===== config.mk =====
export PLATFORM = sky130hd
export DESIGN_NAME = omsp_spm_violation_ctrl
export DESIGN_NICKNAME = d
export VERILOG_FILES = /design/src/rtl/omsp_spm_violation_ctrl.sv
export SDC_FILE = /design/constraint.sdc
export NUM_CORES = 1
export LEC_CHECK = 0
export CAP_MARGIN = 20
export CORE_ASPECT_RATIO = 1.1
export CORE_UTILIZATION = 39
export DETAILED_ROUTE_END_ITERATION = 8
export PLACE_DENSITY = 0.74
export SYNTH_ARGS = -nofsm -noshare
export SYNTH_HDL_FRONTEND = slang
export SYNTH_SLANG_ARGS = --single-unit

===== constraint.sdc =====
create_clock -name mclk -period 1.38 [get_ports mclk]
set_input_delay 0.138 -clock mclk [delete_from_list [all_inputs] [get_ports mclk]]
set_output_delay 0.138 -clock mclk [all_outputs]
set_load 0.005 [all_outputs]

===== src/rtl/omsp_spm_violation_ctrl.sv =====
// omsp_spm_violation_ctrl
//   Consumes the per-SPM violation vector and keeps a record of the first
//   violation: PC, memory address, lowest flagging SPM index and access kind.
//   While a record is pending it raises viol_irq toward the frontend. The
//   record stays until software clears it. Every violation cycle is counted
//   with saturation. Violations that arrive while a record is held set the
//   sticky overflow flag.
//
// Ports
//   mclk, puc_rst    clock, asynchronous active-high reset
//   spms_violation   per-SPM violation flags, bit 0 = SPM 0
//   pc, eu_mab       context captured on the first violation
//   eu_mb_en/eu_mb_wr  memory bus qualifiers used to decode the access kind
//   irq_acc          frontend accept pulse, moves PENDING to HELD
//   viol_clr         software clear of the record, the counter and the overflow flag
//   viol_*           registered record, interrupt, overflow and counter outputs
//
// state   | meaning
// --------+-----------------------------------------------------------
// IDLE    | no record held, waiting for a violation
// PENDING | record captured, viol_irq asserted until irq_acc
// HELD    | irq accepted, record frozen until viol_clr
module omsp_spm_violation_ctrl #(
  parameter int NB_SPMS = 4,
  parameter int ID_W    = 2,
  parameter int CNT_W   = 8
) (
  input  logic               mclk,
  input  logic               puc_rst,
  input  logic [NB_SPMS-1:0] spms_violation,
  input  logic [15:0]        pc,
  input  logic [15:0]        eu_mab,
  input  logic               eu_mb_en,
  input  logic [1:0]         eu_mb_wr,
  input  logic               irq_acc,
  input  logic               viol_clr,
  output logic               viol_irq,
  output logic [15:0]        viol_pc,
  output logic [15:0]        viol_addr,
  output logic [ID_W-1:0]    viol_id,
  output logic [1:0]         viol_kind,
  output logic               viol_valid,
  output logic               viol_ovf,
  output logic [CNT_W-1:0]   viol_cnt
);

  typedef enum logic [1:0] {
    ST_IDLE    = 2'd0,
    ST_PENDING = 2'd1,
    ST_HELD    = 2'd2
  } state_t;

  localparam logic [CNT_W-1:0] CNT_MAX = {CNT_W{1'b1}};

  state_t           state_q, state_d;
  logic [15:0]      pc_q, pc_d;
  logic [15:0]      addr_q, addr_d;
  logic [ID_W-1:0]  id_q, id_d;
  logic [1:0]       kind_q, kind_d;
  logic             valid_q, valid_d;
  logic             ovf_q, ovf_d;
  logic [CNT_W-1:0] cnt_q, cnt_d;

  logic             viol_evt;
  logic [ID_W-1:0]  evt_id;
  logic [1:0]       evt_kind;
  state_t           st_eff;
  logic [CNT_W-1:0] cnt_eff;

  assign viol_evt = |spms_violation;

  // Lowest set bit wins: scan downward so the last hit is the lowest index.
  always_comb begin
    evt_id = '0;
    for (int i = NB_SPMS - 1; i >= 0; i--) begin
      if (spms_violation[i]) evt_id = ID_W'(i);
    end
  end

  always_comb begin
    if (eu_mb_en && (|eu_mb_wr)) evt_kind = 2'b11;
    else if (eu_mb_en)           evt_kind = 2'b10;
    else                         evt_kind = 2'b01;
  end

  always_comb begin
    // A clear takes effect first. An event in the same cycle is then
    // handled as if the block were already in IDLE.
    st_eff  = viol_clr ? ST_IDLE : state_q;
    cnt_eff = viol_clr ? '0 : cnt_q;

    state_d = st_eff;
    cnt_d   = cnt_eff;
    pc_d    = viol_clr ? '0 : pc_q;
    addr_d  = viol_clr ? '0 : addr_q;
    id_d    = viol_clr ? '0 : id_q;
    kind_d  = viol_clr ? '0 : kind_q;
    valid_d = viol_clr ? 1'b0 : valid_q;
    ovf_d   = viol_clr ? 1'b0 : ovf_q;

    if (viol_evt && (cnt_eff != CNT_MAX)) cnt_d = cnt_eff + CNT_W'(1);

    case (st_eff)
      ST_IDLE: begin
        if (viol_evt) begin
          pc_d    = pc;
          addr_d  = eu_mab;
          id_d    = evt_id;
          kind_d  = evt_kind;
          valid_d = 1'b1;
          state_d = ST_PENDING;
        end
      end
      ST_PENDING: begin
        if (viol_evt) ovf_d = 1'b1;
        if (irq_acc)  state_d = ST_HELD;
      end
      ST_HELD: begin
        if (viol_evt) ovf_d = 1'b1;
      end
      default: state_d = ST_IDLE;
    endcase
  end

  always_ff @(posedge mclk or posedge puc_rst) begin
    if (puc_rst) begin
      state_q <= ST_IDLE;
      pc_q    <= '0;
      addr_q  <= '0;
      id_q    <= '0;
      kind_q  <= '0;
      valid_q <= 1'b0;
      ovf_q   <= 1'b0;
      cnt_q   <= '0;
    end else begin
      state_q <= state_d;
      pc_q    <= pc_d;
      addr_q  <= addr_d;
      id_q    <= id_d;
      kind_q  <= kind_d;
      valid_q <= valid_d;
      ovf_q   <= ovf_d;
      cnt_q   <= cnt_d;
    end
  end

  // The irq is decoded from the state register alone, so no input can
  // reach it combinationally.
  assign viol_irq   = (state_q == ST_PENDING);
  assign viol_pc    = pc_q;
  assign viol_addr  = addr_q;
  assign viol_id    = id_q;
  assign viol_kind  = kind_q;
  assign viol_valid = valid_q;
  assign viol_ovf   = ovf_q;
  assign viol_cnt   = cnt_q;

endmodule


Yosys cells after proc, flatten, opt, wreduce, memory -nomap -nowiden
Index checks and enable logic that the tools add are counted.

Flip-flop bits (word level): 48. Bits in latches: 0. Memory bits (writable): 0. Memory bits (read-only): 0. Input bits: 43. Output and inout bits: 47. Logic and storage cells: 49. Memories: 0.

Add/sub/neg operators: 1. Multipliers: 0. Div/mod/pow operators: 0. Order comparisons: 0. Eq/ne operators: 4. Shift-type cells: 0. Multiplexer cells: 30. Bitwise gates (word level): 0. Reduce and logical (&&, ||, !) cells: 6.

Operator list (count): two-way mux 16 bit (6); two-way mux 2 bit (15); two-way mux 8 bit (2); adder 8 x 1 -> 8 bit, second input constant (1); inequality test 8 bit, second input constant (1); two-way mux 1 bit (6); case mux 2 bit (3 select lines) (1); == test 2 x 1 -> 1 bit, second input constant (2); OR reduction 2 bit (2); OR reduction 4 bit (1); == test 2 bit, second input constant (1); logical AND 1 bit (2); logical NOT 2 bit (1).

Logic depth before layout (Yosys ltp)
Depth in word-level cells: 6. Mapped depth: 5. Depth with buffers taken out: 3.

Least setup slack after synthesis
OpenSTA, ideal clock, no wires.

Path kind: input -> register. Start: input port spms_violation[2]. End: register pc_q[10] (netlist: viol_pc[10]). Library setup time: 0.120 ns. Data arrival time: 1.255 ns. Data required time: 1.260 ns. Path slack: 0.005 ns. Cell stages on the path: 5. Buffers on the path: 2. Cells stage by stage: or4_1 -> buf_6 -> buf_6 -> and3_1 -> a31o_1.

Word-level cells in the longest chain between the ends: 3.

Ends and longest elaborated chain: start, declared (line 30) `input logic [NB_SPMS-1:0] spms_violation,`; OR reduction 4 bit (line 70) `assign viol_evt = |spms_violation;`; two-way mux 16 bit (line 105) `if (viol_evt) begin`; two-way mux 16 bit (line 103) `case (st_eff)`; named net pc_d[10] (line 56) `logic [15:0] pc_q, pc_d;`; end signal, assigned (line 137) `pc_q <= pc_d;`; end, declared (line 56).

The timed path passes the listed nets, and every way through them passes these cells.

Worst setup path after layout
Start: register state_q[0]. End: register pc_q[15] (netlist: viol_pc[15]).

Word-level cells in the longest chain between the ends: 3.

Ends and longest elaborated chain: start, declared (line 55) `state_t state_q, state_d;`; start signal, assigned (line 136) `state_q <= state_d;`; two-way mux 2 bit (line 89) `st_eff = viol_clr ? ST_IDLE : state_q;`; logical NOT 2 bit (line 103); two-way mux 16 bit (line 103); named net pc_d[15] (line 56).

The timed path passes the listed nets, and every way through them passes these cells.

==> results by group <==
Pwr
  • Leakage Power: 1.646 nW
  • Peak supply drop: 0.5727 mV
  • Power Density: 938.7 mW/mm^2

Timing
  • Period utilisation layout: 98.90%
  • RSZ-0062 raised after global routing: yes
  • Slew @ Worst Pin: 329.6 ps
  • Fmax: 732.7 MHz
  • Layout Skew: 3.139 ps
  • Final Hold Fails: 0
  • Min Tclk post-route: 1365 ps
  • Hold slack: 196.2 ps
  • # setup viols final: 0
  • Relative slew slack: 78.03%
  • Slew Viols, Final: 0
  • Setup TNS: 0 ps

Placement
  • Placed insts: 358
  • PortBufs: 89
  • GP Congestion: 0.7701
  • Placed Area: 0.003256 sq mm
  • Post-DP HPWL: 3.790 mm

Floorplan
  • Die width: 73.36 um
  • Die Ht: 80.50 um
  • Initial Utilization: 40.49%
  • Core Rows: 28
  • Ports: 90
  • Placeable Area: 0.005395 sq mm
  • Die ar.: 0.005905 sq mm

Routing
  • Avg WL per Cell: 16.22 um
  • DRT antenna net count: 0
  • DR vias/cell: 5.361
  • Routed length on met2: 2.990 mm
  • M1 wire length: 2.814 mm
  • Top sig layer: met4
  • DRC viols: 0
  • Routed WL: 6.245 mm
  • TritonRoute pass-1 iters: 4
  • DR WL met3: 387 um
  • Total number of vias: 2,064
  • 1st-iter DRT viols: 146

Finish
  • Nets@finish: 353
  • Layout cells sized above 1: 19.35%
  • Fillers: 445
  • Final Instance Count excl. Fillers: 385
  • Final Cell Area: 0.003669 sq mm
  • Register area: 0.001202 sq mm
  • Multi-input logic area: 904.6 sq um
  • Total inserted antenna cells: 0
  • Growth of design area from synthesis to finish: 67.93%

Worst setup path
  • WS Path Type: register to register
  • Crit-path slowest cell: dfrtp_1
  • CP max FO: 7
  • Crit path DAT: 1560 ps
  • Crit-path cells: buf_6 -> o21bai_4 -> nand2_8 -> clkbuf_16 -> a31o_1
  • Critical Path End Type: register
  • CP Data Required Time: 1570 ps
  • CP peak stage delay: 400 ps
  • Startpoint types: register

Synthesis
  • Post-synthesis cell type count: 34
  • Synth cell count leaders: 48 x dfrtp_1, 36 x and3_1, 32 x a31o_1, 11 x clkbuf_1, 6 x a21oi_1
  • Most common cell in the netlist: dfrtp_1
  • Syn Std Cell Area: 0.002185 sq mm
  • Post-synth EDFFs: 0
  • Main synth FF type: dfrtp_1
  • Register area share after synthesis: 54.98%
  • Flops & latches, synth: 48
  • Syn_area_per_cell: 11.44 sq um
  • Post-synth top area share: 54.98%
  • Number of cells produced by synthesis: 191
  • Top post-synthesis cells by area: dfrtp_1 55%, a31o_1 13%, and3_1 10%, buf_6 2.1%, clkbuf_1 1.9%
  • Synth async-reset ratio: 100.0%
  • Syn Nets: 234
  • Yosys top cell by area: dfrtp_1
  • Synth warnings: 0

Run
  • Max cap viols: 0

Clock network
  • Num Clock Sinks: 48
  • CTS H-Tree Depth: 2
  • Reg clk slew, reported paths: 80 ps
  • Clk_lat worst skew: 290 ps
  • Max Root-Sink Buffers: 2
  • CTS tree: built
  • TritonCTS Buffers: 5
  • CTS root buffer: clkbuf_8

Status
  • Status: finished clean

Global routing
  • First-pass GRT wire length: 9.542 mm
  • Vias in the first global route: 1,920
  • Initial antenna violation count: 0
  • GRT Resource Usage Total: 21.20%
  • Largest net degree at the start of global routing: 49
  • Total gr overflow: 0

Hold path
  • Worst Hold Class: input pin to async pin
[registers in the layout, indices dropped and copies added, names as in the netlist]
| register | cells |
|---|---|
| viol_addr | 16 |
| viol_pc | 16 |
| viol_cnt | 8 |
| state_q | 2 |
| viol_id | 2 |
| viol_kind | 2 |
| viol_ovf | 1 |
| viol_valid | 1 |
[worst paths after layout]
check / start / end / slack, ps / cells past startpoint
max: state_q[0] / viol_pc[15] / 20 / 5
max in group asynchronous: puc_rst / viol_cnt[4] / 950 / 3
min in group mclk: spms_violation[0] / viol_id[0] / 250 / 3
max reg2reg: state_q[0] / viol_pc[15] / 20 / 5
min: puc_rst / viol_pc[1] / 200 / 3
min reg2reg: viol_pc[15] / viol_pc[15] / 510 / 1
[report_power, final]
group / total, W / switching, W / internal, W
Clock: 0.000788 / 0.000443 / 0.000345
Combinational: 0.00103 / 0.000368 / 0.000660
Sequential: 0.00163 / 0.0000824 / 0.00154
Total: 0.00344 / 0.000893 / 0.00255
[logic make-up (layout without fill, tap and decap cells)]
kind of cell / count (synthesis) / count (layout) / share of synthesized area (%)
AND/OR/NAND/NOR: 57 / 57 / 15.98
buffers and inverters: 21 / 140 / 5.498
AO/OA/AOI/OAI: 61 / 61 / 21.71
multiplexers: 3 / 3 / 1.432
XOR/XNOR: 1 / 1 / 0.4010
flip-flops: 48 / 48 / 54.98
[critical path: cells and delay by family, from the launching register on]
family | cells | cell delay [ps]
flip-flops | 1 | 400
AO/OA/AOI/OAI | 2 | 400
buffers and inverters | 2 | 310
AND/OR/NAND/NOR | 1 | 140
[metal layers]
layer | up-vias | GRT usage (%)
met1 | 1011 | 28.87
met4 | 0 | 5.577
li1 | 965 | -
met3 | 6 | 3.639
met5 | - | 0
met2 | 82 | 34.72
[cell usage in the layout, fill, tap and decap left out, types with 2 or more instances in the layout]
cell type	instances
a211oi_1	3
a21boi_0	2
a21oi_1	6
a31o_1	32
a31oi_1	5
and3_1	34
and3_4	2
buf_12	4
buf_16	4
buf_4	24
buf_6	6
clkbuf_16	2
clkbuf_2	3
clkbuf_8	5
clkdlybuf4s15_1	2
clkdlybuf4s50_1	84
dfrtp_1	47
inv_1	2
mux2i_1	2
nand2_1	3
nor2_1	5
nor2b_1	4
o21ai_1	4
[area by class of cell]
cell class / instances / share of cell area, %
Multi-Input combinational cell: 122 / 24.66
Inverter: 3 / 0.3070
Timing Repair Buffer: 130 / 37.59
Clock inverter: 1 / 0.1364
Clock buffer: 6 / 1.978
Sequential cell: 48 / 32.78
Tap cell: 75 / 2.558
[metrics by stage]
step	total power, W	utilization, %	worst slack [ps]
final	0.003444	68.00	15.21
after global routing	0.003609	68.00	-48.77
after CTS	0.003417	66.47	-5.590
after detailed placement	0.002530	60.34	-551.7
after global placement	0.002510	60.34	-516.4
after floorplan	0.001986	-	5.031
[repair_timing]
item                       4_1_cts  5_1_grt
resized for setup               24       13
buffers inserted                11        3
cloned                           4        2
hold buffers                     0        0
pin swaps                        3       31
setup endpoints to repair       51       38
Note: power is estimated with default switching activity, not from simulation.
